`src/rtl/guf_pkg.sv`:
```
// guf_pkg: command/mode encodings and FSM state enum for guf_ctrl (VERIFY state exists only with GUF_CTRL_VERIFY_EN)
package guf_pkg;
  localparam logic [1:0] CMD_READ  = 2'b00;
  localparam logic [1:0] CMD_PROG  = 2'b01;
  localparam logic [1:0] CMD_ERASE = 2'b10;
  localparam logic [1:0] CMD_ILL   = 2'b11;
  localparam logic [3:0] MODE_READ  = 4'b0001;
  localparam logic [3:0] MODE_PROG  = 4'b0010;
  localparam logic [3:0] MODE_ERASE = 4'b0100;
  typedef enum logic [2:0] {
    IDLE,
    SETUP,
    ACCESS,
    RECOVER,
`ifdef GUF_CTRL_VERIFY_EN
    VERIFY,
`endif
    DONE
  } state_t;
endpackage

```
`src/rtl/guf_timer.sv`:
```
// guf_timer: 8-bit loadable down-counter that stops at zero
module guf_timer (
  input  logic       clk,
  input  logic       reset,
  input  logic       ld,
  input  logic [7:0] val,
  output logic       zero
);
  logic [7:0] cnt;
  always_ff @(posedge clk)
    if (reset) cnt <= '0;
    else if (ld) cnt <= val;
    else if (cnt != 8'd0) cnt <= cnt - 8'd1;
  assign zero = cnt == 8'd0;
endmodule

```
`src/rtl/guf_ctrl.sv`:
```
// guf_ctrl: flash macro sequencer (read/program/erase); GUF_CTRL_VERIFY_EN adds program read-back verification
module guf_ctrl
  import guf_pkg::*;
#(
  parameter int READ_WAIT = 2,
  parameter int PROG_CYC  = 8,
  parameter int ERASE_CYC = 16,
  parameter int RECOV     = 2
) (
  input  logic        clk,
  input  logic        reset,
  input  logic        req,
  input  logic [1:0]  cmd,
  input  logic [17:0] addr,
  input  logic [31:0] wdata,
  output logic [31:0] rdata,
  output logic        ack,
  output logic        err,
  output logic        busy,
  output logic [5:0]  f_ra,
  output logic [5:0]  f_ca,
  output logic [5:0]  f_pa,
  output logic [3:0]  f_mode,
  output logic [1:0]  f_seq,
  output logic        f_aclk,
  output logic [1:0]  f_rmode,
  output logic [1:0]  f_wmode,
  output logic [1:0]  f_rbytesel,
  output logic [1:0]  f_wbytesel,
  output logic        f_pw,
  output logic        f_pe,
  output logic        f_oe,
  output logic        f_reset,
  output logic [31:0] f_din,
  input  logic [31:0] f_dout
);
  state_t state, nxt;
  logic [1:0] op;
  logic [17:0] ad;
  logic [31:0] wd;
  logic err_q, ld, zero, vph, setup, rd;
  logic [7:0] acc_len, ld_val;
  assign rd = op == CMD_READ || vph;
  assign acc_len = rd ? 8'(READ_WAIT - 1) : op == CMD_PROG ? 8'(PROG_CYC - 1) : 8'(ERASE_CYC - 1);
  always_comb begin
    nxt = state;
    case (state)
      IDLE:    if (req) nxt = cmd == CMD_ILL ? DONE : SETUP;
      SETUP:   nxt = ACCESS;
      ACCESS:  if (zero) nxt = RECOVER;
`ifdef GUF_CTRL_VERIFY_EN
      RECOVER: if (zero) nxt = (op == CMD_PROG && !vph) ? VERIFY : DONE;
      VERIFY:  nxt = ACCESS;
`else
      RECOVER: if (zero) nxt = DONE;
`endif
      DONE:    nxt = IDLE;
      default: nxt = IDLE;
    endcase
  end
  assign ld = (nxt == ACCESS && state != ACCESS) || (nxt == RECOVER && state != RECOVER);
  assign ld_val = nxt == ACCESS ? acc_len : 8'(RECOV - 1);
  guf_timer u_timer (.clk(clk), .reset(reset), .ld(ld), .val(ld_val), .zero(zero));
  always_ff @(posedge clk)
    if (reset) begin
      state <= IDLE;
      op <= '0;
      ad <= '0;
      wd <= '0;
      err_q <= 1'b0;
      rdata <= '0;
    end else begin
      state <= nxt;
      if (state == IDLE && req) begin
        op <= cmd;
        ad <= addr;
        wd <= wdata;
        err_q <= cmd == CMD_ILL;
      end
      if (state == ACCESS && zero && op == CMD_READ) rdata <= f_dout;
`ifdef GUF_CTRL_VERIFY_EN
      if (state == ACCESS && zero && vph) err_q <= f_dout != wd;
`endif
    end
`ifdef GUF_CTRL_VERIFY_EN
  // vph marks the read-back half of a verified program
  always_ff @(posedge clk)
    if (reset) vph <= 1'b0;
    else if (state == IDLE) vph <= 1'b0;
    else if (nxt == VERIFY) vph <= 1'b1;
  assign setup = state == SETUP || state == VERIFY;
`else
  assign vph = 1'b0;
  assign setup = state == SETUP;
`endif
  assign ack = state == DONE;
  assign busy = state != IDLE && state != DONE;
  assign err = ack & err_q;
  assign f_oe = state == ACCESS && rd;
  assign f_pw = state == ACCESS && op == CMD_PROG && !vph;
  assign f_pe = state == ACCESS && op == CMD_ERASE;
  assign f_aclk = setup;
  assign f_seq = setup ? 2'b01 : state == ACCESS ? 2'b10 : 2'b00;
  assign f_mode = !busy ? 4'd0 : rd ? MODE_READ : op == CMD_PROG ? MODE_PROG : MODE_ERASE;
  assign {f_ra, f_ca, f_pa} = ad;
  assign f_din = wd;
  assign f_reset = reset;
  assign f_rmode = 2'b00;
  assign f_wmode = 2'b00;
  assign f_rbytesel = 2'b00;
  assign f_wbytesel = 2'b00;
endmodule

```
`config.mk`:
```
export PLATFORM = sky130hd
export DESIGN_NAME = guf_ctrl
export DESIGN_NICKNAME = d
export VERILOG_FILES = /design/src/rtl/guf_pkg.sv /design/src/rtl/guf_timer.sv /design/src/rtl/guf_ctrl.sv
export SDC_FILE = /design/constraint.sdc
export NUM_CORES = 1
export LEC_CHECK = 0
export CAP_MARGIN = 15
export CORE_ASPECT_RATIO = 0.6
export CORE_MARGIN = 3
export CORE_UTILIZATION = 35
export CTS_BUF_LIST = sky130_fd_sc_hd__clkbuf_4 sky130_fd_sc_hd__clkbuf_8 sky130_fd_sc_hd__clkbuf_16
export CTS_CLUSTER_DIAMETER = 30
export DETAILED_ROUTE_END_ITERATION = 12
export GPL_TIMING_DRIVEN = 0
export HOLD_SLACK_MARGIN = 0.02
export PLACE_DENSITY = 0.72
export SYNTH_ARGS = -nofsm -noshare
export SYNTH_HDL_FRONTEND = slang
export SYNTH_SLANG_ARGS = --single-unit
```
`constraint.sdc`:
```
create_clock -name clk -period 2.4 [get_ports clk]
set_input_delay 0.48 -clock clk [delete_from_list [all_inputs] [get_ports clk]]
set_output_delay 0.48 -clock clk [all_outputs]
set_load 0.02 [all_outputs]
```
; Word level (Yosys, flattened, before mapping)
; Cells that the tools add are included.
[totals]
word_cells = 52
out_inout_bits = 104
reg_bits = 96
[op_classes]
reduce_logical = 16
n_eq_ne = 12
n_bitwise = 1
muxes = 15
addsub = 1
[op_table]
columns = operator, count
row1 = $mux 3, 7
row2 = $mux 8, 2
row3 = $eq 3x2->1 const B, 4
row4 = $mux 4, 3
row5 = $pmux 3 s4, 1
row6 = $logic_and 1x1->1, 9
row7 = $logic_not 8->1, 1
row8 = $reduce_bool 8->1, 1
row9 = $sub 8x1->8 const B, 1
row10 = $ne 3x2->1 const B, 2
row11 = $eq 2x2->1 const B, 2
row12 = $mux 2, 2
row13 = $eq 3x1->1 const B, 1
row14 = $eq 3x3->1 const B, 1
row15 = $logic_not 3->1, 1
row16 = $ne 3x3->1 const B, 1
row17 = $reduce_bool 3->1, 1
row18 = $eq 2x1->1 const B, 1
row19 = $logic_not 2->1, 1
row20 = $reduce_bool 2->1, 1
row21 = $and 1x1->1, 1
row22 = $logic_or 1x1->1, 1

; Longest topological paths before layout
; Gate-level depths: netlist (run 1).
[depth]
ltp_word = 8
depth_mapped = 8
depth_no_buf = 6

; Cells and area by module
; Synthesis (run 1) repeated with hierarchy kept, for this count alone.
[unflattened]
cells_unflattened = 472
hier_area_um2 = 4119.0
[by_module_without_submodules]
columns = module, seq_area_each_um2, cells_each, area_per_inst_um2, n_inst
row1 = guf_ctrl, 1761.7, 419, 3643.5, 1
row2 = guf_timer, 160.2, 53, 475.5, 1

; Worst setup path before layout (run 1)
; OpenSTA, ideal clock, no wires.
[synth_path]
path_kind = reg2out
from = register state[1]
to = output f_pe
n_path_buf = 1
path_stages_with_launch = 4
required_ps = 1920
setup_slack_ps = 529
arrival_time_ps = 1391
cell_sequence = dfxtp_1 > or3b_1 > buf_2 > nor3b_1
[synth_between]
elab_chain_len = 2
[synth_rtl]
columns = item, line_no
row1 = start: declaration, guf_ctrl.sv:37  ; state_t state, nxt;
row2 = start signal: assignment, guf_ctrl.sv:73  ; state <= nxt;
row3 = $eq 3x2->1, guf_ctrl.sv:101  ; assign f_pe = state == ACCESS && op == CMD_ERASE;
row4 = $logic_and 1x1->1, guf_ctrl.sv:101
row5 = end: declaration, guf_ctrl.sv:31  ; output logic f_pe,
; Every way passes these cells.

; Final worst setup path (run 1)
[layout_path]
from = register state[0]
to = output err
[layout_between]
elab_chain_len = 2
[layout_rtl]
columns = item, line_no
row1 = $eq 3x3->1, guf_ctrl.sv:96  ; assign ack = state == DONE;
row2 = $and 1x1->1, guf_ctrl.sv:98  ; assign err = ack & err_q;
row3 = end: declaration, guf_ctrl.sv:18  ; output logic err,
; Every way passes these cells.

==> metrics, run 1 <==
CP Launch Point=state[0]; Worst Setup End Kind=primary output; largest area contributor in the synthesized netlist=dfxtp_1; grt ovf=0; DR pass1 iterations=5; Tightest Pin Transition=0.808 ns; Syn Area/Cell=7.89 um2; top cell type's share of synthesized area=52.4%; CP max FO=8; area of the multi-input gates=1550 um2; post-synthesis cell type count=37; Worst EP required=1.92 ns; Clock Path Buffers=2; status=complete, no violations; TritonCTS clock tree=built; vias=3777; 1st-iter DRT viols=191; number of fill cells in the layout=904; placeable core region=10000 um2; period utilization=97.3%; Post-synth EDFFs=0; hold crit path type=reg2reg; Critical Path Slowest Stage Cell=clkdlybuf4s50_1; number of synthesized register bits=96; CP top delay family=buffers and inverters; post-route setup TNS=0 ns; share of layout cells above drive strength 1=6.27%; Nets=754; Post-Synth Simple-Gate Area=25.0%; Port Buf Inserts=181; Top FF cell, synth=dfxtp_1; post-CTS setup buffers=0; Logic pwr share=28.8%; fmax=428 MHz; Seq/Total Area, Yosys=52.4%; Ports=191; clock-pin slew on the worst setup and hold paths=0.07 ns; H-tree depth=3; final setup violation count=0; largest net degree at the start of global routing=17; # clock sinks=96; wire length per cell=14.2 um; Sw Pwr=0.00146 W; clock skew=0.00702 ns; Num CTS Buffers=9; FFs w/ async S/R, synth=0%; synthesized area=3670 um2; RR Startpoint=u_timer.cnt[0]; Syn-to-layout area delta=63.1%; placement row count=28; Tot Pwr=0.00466 W; Crit Path Class=reg2out; vias in the first global route=3656; largest family of logic cells by synthesized area=simple AND/OR/NAND/NOR gates; dpl hpwl=8.83 mm; Initial Util=36.6%; final critical-path required period=2.34 ns; Die ar.=11800 um2; Synth Warn #=0; unrepaired setup endpoints after global routing=true; # DRC=0; mux share of post-synthesis cell area=0%; routed wire length=11.5 mm; Synth Area in Adders=0.682%; initial antenna violation count=0; worst path bufs/invs=1; Slew Limit Headroom=46.0%; insertion delay to the later sink of the worst-skew pair=0.34 ns; first-pass GRT wire length=18.5 mm; hold path start=rdata[0]; Startpoint Class=flop; critical path, cell by cell=nor2_2 > and3_1 > clkdlybuf4s50_1; Leak=2.21 nW; most area-consuming cells after synthesis=dfxtp_1 52%, nand2_1 18%, a21oi_1 12%; CP arrival=1.86 ns; Pwr per Cell Area=779 nW/um2; DIE WIDTH=138 um; post-route ant nets=0; max-slew violation count=0; register area=1920 um2; gr usage total=19.3%; cell count after synthesis=465; CTS root buffer=clkbuf_16; Peak VDD IR=368 uV; Die Ht=85.3 um; Synth Area in XOR/XNOR=1.43%; GPL Wtd Cong=0.858; sequential share of power=40.3%; # diodes=0; max incr delay on CP=0.63 ns; final hold violations=0; max cap viols=0; compound-gate portion of the synthesized area=13.9%; hold_buf cts=0; internal power=0.00320 W; vias per cell=4.69; sw frac=31.4%; power share of the clock group=30.9%
final timing paths:
kind,end,slack (ns),depth (start not counted)
min,rdata[0],0.45,2
min reg2reg,rdata[0],0.45,2
max,err,0.06,3
max reg2reg,rdata[21],0.43,7
through the flow:
stage               setup WS, ns  utilization, %  hold slack, ns  cells  area, um2
finish                    0.0640            59.7           0.453    805       5980
global route            -0.00744            59.7           0.471    805       5980
CTS                       0.0337            59.6           0.455    805       5970
detailed placement        -0.127            56.7           0.446    789       5680
global placement         -0.0881            56.7           0.440    789       5680
floorplan                  0.529               -           0.432    473       3700
repair_timing:
| item | 4_1_cts | 5_1_grt |
|---|---|---|
| pin swaps | 0 | 0 |
| resized for setup | 8 | 2 |
| setup endpoints to repair | 8 | 25 |
cell type report:
type	count	share of cell area (%)
sequential	96	32.1
timing repair buffer	181	30.2
multi-input combinational	333	25.9
clock buffer	10	3.89
buffer	39	3.60
tap	135	2.82
clock inverter	6	1.15
inverter	5	0.335
cells in the mapped netlist, types with 2 or more instances:
cell	count
ha_1	2
nand4_1	2
nand3_1	3
nor3_1	7
nor3b_1	2
inv_1	4
dfxtp_1	96
o211ai_1	2
buf_6	3
nor2_1	13
clkbuf_1	23
nand2_1	177
a21oi_1	91
xor2_1	5
buf_4	12
or3b_2	2
cells by family (layout without fill, tap and decap cells):
logic type | count (synthesis) | count (layout)
flip-flops | 96 | 96
AO/OA/AOI/OAI | 98 | 98
XOR/XNOR | 6 | 6
adder cells (fa/ha/maj) | 2 | 2
other | 1 | 9
buffers and inverters | 44 | 241
AND/OR/NAND/NOR | 218 | 218
power by group through the flow:
stage                     clock, W  combinational [W]  sequential, W
after floorplan                  0           0.000674        0.00201
after global placement           0            0.00132        0.00190
after detailed placement         0            0.00134        0.00191
after CTS                  0.00147            0.00134        0.00188
after global routing       0.00155            0.00147        0.00190
final                      0.00144            0.00134        0.00188
tightest hold or removal path: cells and delay by family, from the launching register on:
kind,cells,cell delay [ns]
AOI/OAI and AO/OA,1,0.05
DFF,1,0.31
and+or+nand+nor,1,0.05
flip-flops by register name (all words and copies together), names as in the netlist:
| signal | cells |
|---|---|
| err_q | 1 |
| f_din | 32 |
| state | 3 |
| rdata | 32 |
| ad | 18 |
| u_timer.cnt | 8 |
| op | 2 |
metal layers:
layer  vias to the layer above  global-route usage [%]  part of all wire (%)
met5                         -                       0                     0
met4                         0                    4.66                  0.76
met3                         9                    7.09                   7.5
met2                       146                    31.4                    45
met1                      1725                    24.7                    47
li1                       1897                       -                     -
layout by cell type (no fill, tap or decap), types with 2 or more instances in the layout:
master           count
nand2_1            177
clkdlybuf4s50_1    175
dfxtp_1             96
a21oi_1             91
clkbuf_1            23
nor2_1              12
buf_4               12
conb_1               9
clkbuf_16            9
nor3_1               7
xor2_1               5
dlygate4sd2_1        5
inv_1                3
nand3_1              3
buf_6                3
or3b_2               2
clkinv_2             2
o211ai_1             2
nand4_1              2
ha_1                 2
clkinv_4             2
Note: power is estimated with default switching activity, not from simulation.
==> inputs of run 2 (changes only) <==
--- a/config.mk
+++ b/config.mk
@@ -8,13 +8,14 @@
 export CAP_MARGIN = 15
 export CORE_ASPECT_RATIO = 0.6
 export CORE_MARGIN = 3
-export CORE_UTILIZATION = 35
+export CORE_UTILIZATION = 39
 export CTS_BUF_LIST = sky130_fd_sc_hd__clkbuf_4 sky130_fd_sc_hd__clkbuf_8 sky130_fd_sc_hd__clkbuf_16
-export CTS_CLUSTER_DIAMETER = 30
+export CTS_CLUSTER_DIAMETER = 100
 export DETAILED_ROUTE_END_ITERATION = 12
 export GPL_TIMING_DRIVEN = 0
 export HOLD_SLACK_MARGIN = 0.02
-export PLACE_DENSITY = 0.72
+export MAX_ROUTING_LAYER = met4
+export PLACE_DENSITY = 0.79
 export SYNTH_ARGS = -nofsm -noshare
 export SYNTH_HDL_FRONTEND = slang
 export SYNTH_SLANG_ARGS = --single-unit
==> run 2 against run 1 <==
  * Worst setup slack worse by 0.023 ns
  * Final area shrank 0.21%
  * Via count is 2.0% higher
  * Critical endpoint unchanged
  * Total power up 0.43%
  * Non-clock buffer count did not move
  * Final cell count fell by 1.2%
  * Global-route usage increased by 2.3 points
  * Largest cell class unchanged
  * First-iteration DRC count increased by 14%
  * Wire length is 1.8% higher
  * Critical path type unchanged
==> metrics, run 2 (synthesis gave the netlist of run 1 again) <==
status=complete, no violations; power share of the clock group=31.1%; hold path start=f_din[19]; worst r2r dst=ad[0]; # DRC=0; final critical-path required period=2.36 ns; vias=3851; largest net degree at the start of global routing=16; commonest non-fill, non-tap cell in the layout=nand2_1; Ports=191; RR Startpoint=state[2]; clock-pin slew on the worst setup and hold paths=0.06 ns; Post-Route M1 WL=5.04 mm; routed wl met2=5.45 mm; Worst Setup End Kind=primary output; initial antenna violation count=0; grt ovf=0; 1st-iter DRT viols=218; fin util=67.7%; post-route ant nets=0; Placed Area=5670 um2; gr usage total=21.7%; uppermost layer routed=met4; reg2reg path depth=4; routed wire length=11.7 mm; post-CTS setup buffers=0; R2R Setup Slk=0.44 ns; Tightest Pin Transition=0.853 ns; Die ar.=10600 um2; final hold violations=0; Die Ht=81.1 um; Crit Path Class=reg2out; Syn-to-layout area delta=62.7%; number of fill cells in the layout=721; wire length per cell=14.7 um; dpl hpwl=8.99 mm; Worst EP required=1.92 ns; max cap viols=0; hold crit path type=reg2reg; WHS=0.453 ns; Sw Pwr=0.00145 W; Leak=2.21 nW; max-slew violation count=0; Slew Limit Headroom=43.0%; DIE WIDTH=131 um; hold_buf cts=0; fmax=424 MHz; Startpoint Class=flop; placeable core region=8820 um2; sequential share of power=40.1%; CP max FO=8; Nets=754; Num CTS Buffers=9; final setup violation count=0; pre-CTS setup slack=-0.0287 ns; Pwr per Cell Area=784 nW/um2; Final WS setup=0.0413 ns; CP arrival=1.88 ns; placement row count=26; H-tree depth=3; Port Buf Inserts=181; TritonCTS clock tree=built; commonest non-fill, non-tap cells in the layout=177 x nand2_1, 175 x clkdlybuf4s50_1, 96 x dfxtp_1, 91 x a21oi_1, 23 x clkbuf_1; share of layout cells above drive strength 1=6.43%; first-pass GRT wire length=17.9 mm; Logic pwr share=28.8%; Worst Hold Path Cells=2; DR WL met3=1.10 mm; sw frac=30.9%; vias per cell=4.84; Clock Path Buffers=2; end of the worst hold path=f_din[19]; GPL Wtd Cong=0.870; CTS root buffer=clkbuf_16; fin area=5970 um2; # clock sinks=96; clock skew=0.00486 ns; DR pass1 iterations=4; # diodes=0; Peak VDD IR=463 uV; internal power=0.00323 W; vias in the first global route=3708; period utilization=98.3%; Initial Util=41.6%; unrepaired setup endpoints after global routing=true; insertion delay to the later sink of the worst-skew pair=0.34 ns
run 2: changes by cell type in the layout (fill, tap and decap cells not counted):
| cell | change |
|---|---|
| clkbuf_8 | +2 |
| buf_4 | +1 |
| clkbuf_2 | +1 |
| clkbuf_4 | -1 |
| clkdlybuf4s15_1 | -1 |
| clkinv_2 | -1 |
| clkinv_4 | -1 |
| clkinvlp_4 | +1 |
| dlygate4sd2_1 | -1 |
| inv_6 | -1 |
run 2: final cells by class:
class	count	area, um2	area share [%]
sequential	96	1920	32.2
tap	126	158	2.64
clock inverter	4	53.8	0.901
inverter	5	20.0	0.335
clock buffer	11	253	4.23
buffer	39	215	3.61
multi-input combinational	333	1550	25.9
timing repair buffer	181	1800	30.1
run 2: critical path: stages, from the launching register on:
cell and delay (ns):
dfxtp_1 0.35, nor2_2 0.32, and3_1 0.22, clkdlybuf4s50_1 0.65
run 2: worst max path at each step:
stage	startpoint	to	slack (ns)	cells past startpoint
floorplan	state[1]	f_pe	0.53	3
global placement	req	f_din[1]	-0.003	5
detailed placement	req	ad[17]	-0.03	5
CTS	state[0]	err	0.02	3
global route	state[0]	err	-0.04	3
finish	state[0]	err	0.04	3
run 2: per-layer routing:
layer  global-route usage (%)  vias to the layer above
met4                     4.09                        0
li1                         -                     1900
met5                        -                        -
met1                     25.9                     1770
met3                     8.29                       10
met2                     35.8                      171
run 2: power by group through the flow:
stage	clock network, W	logic, W	registers (W)
floorplan	0	0.000674	0.00201
global placement	0	0.00131	0.00190
detailed placement	0	0.00134	0.00191
CTS	0.00148	0.00134	0.00187
global route	0.00153	0.00147	0.00190
finish	0.00145	0.00135	0.00188
run 2: timing repair:
action                                 CTS  global route
endpoints found under the hold margin    0             0
cloned                                   0             0
pin swaps                                0             0
gates resized for setup                  8             6
setup endpoints to repair                8             9
run 2: through the flow:
step                std cells  setup TNS [ns]  power, W
CTS                       795               0   0.00469
global route              795         -0.0645   0.00490
floorplan                 473               0   0.00269
finish                    795               0   0.00468
detailed placement        780         -0.0816   0.00325
global placement          780        -0.00747   0.00321
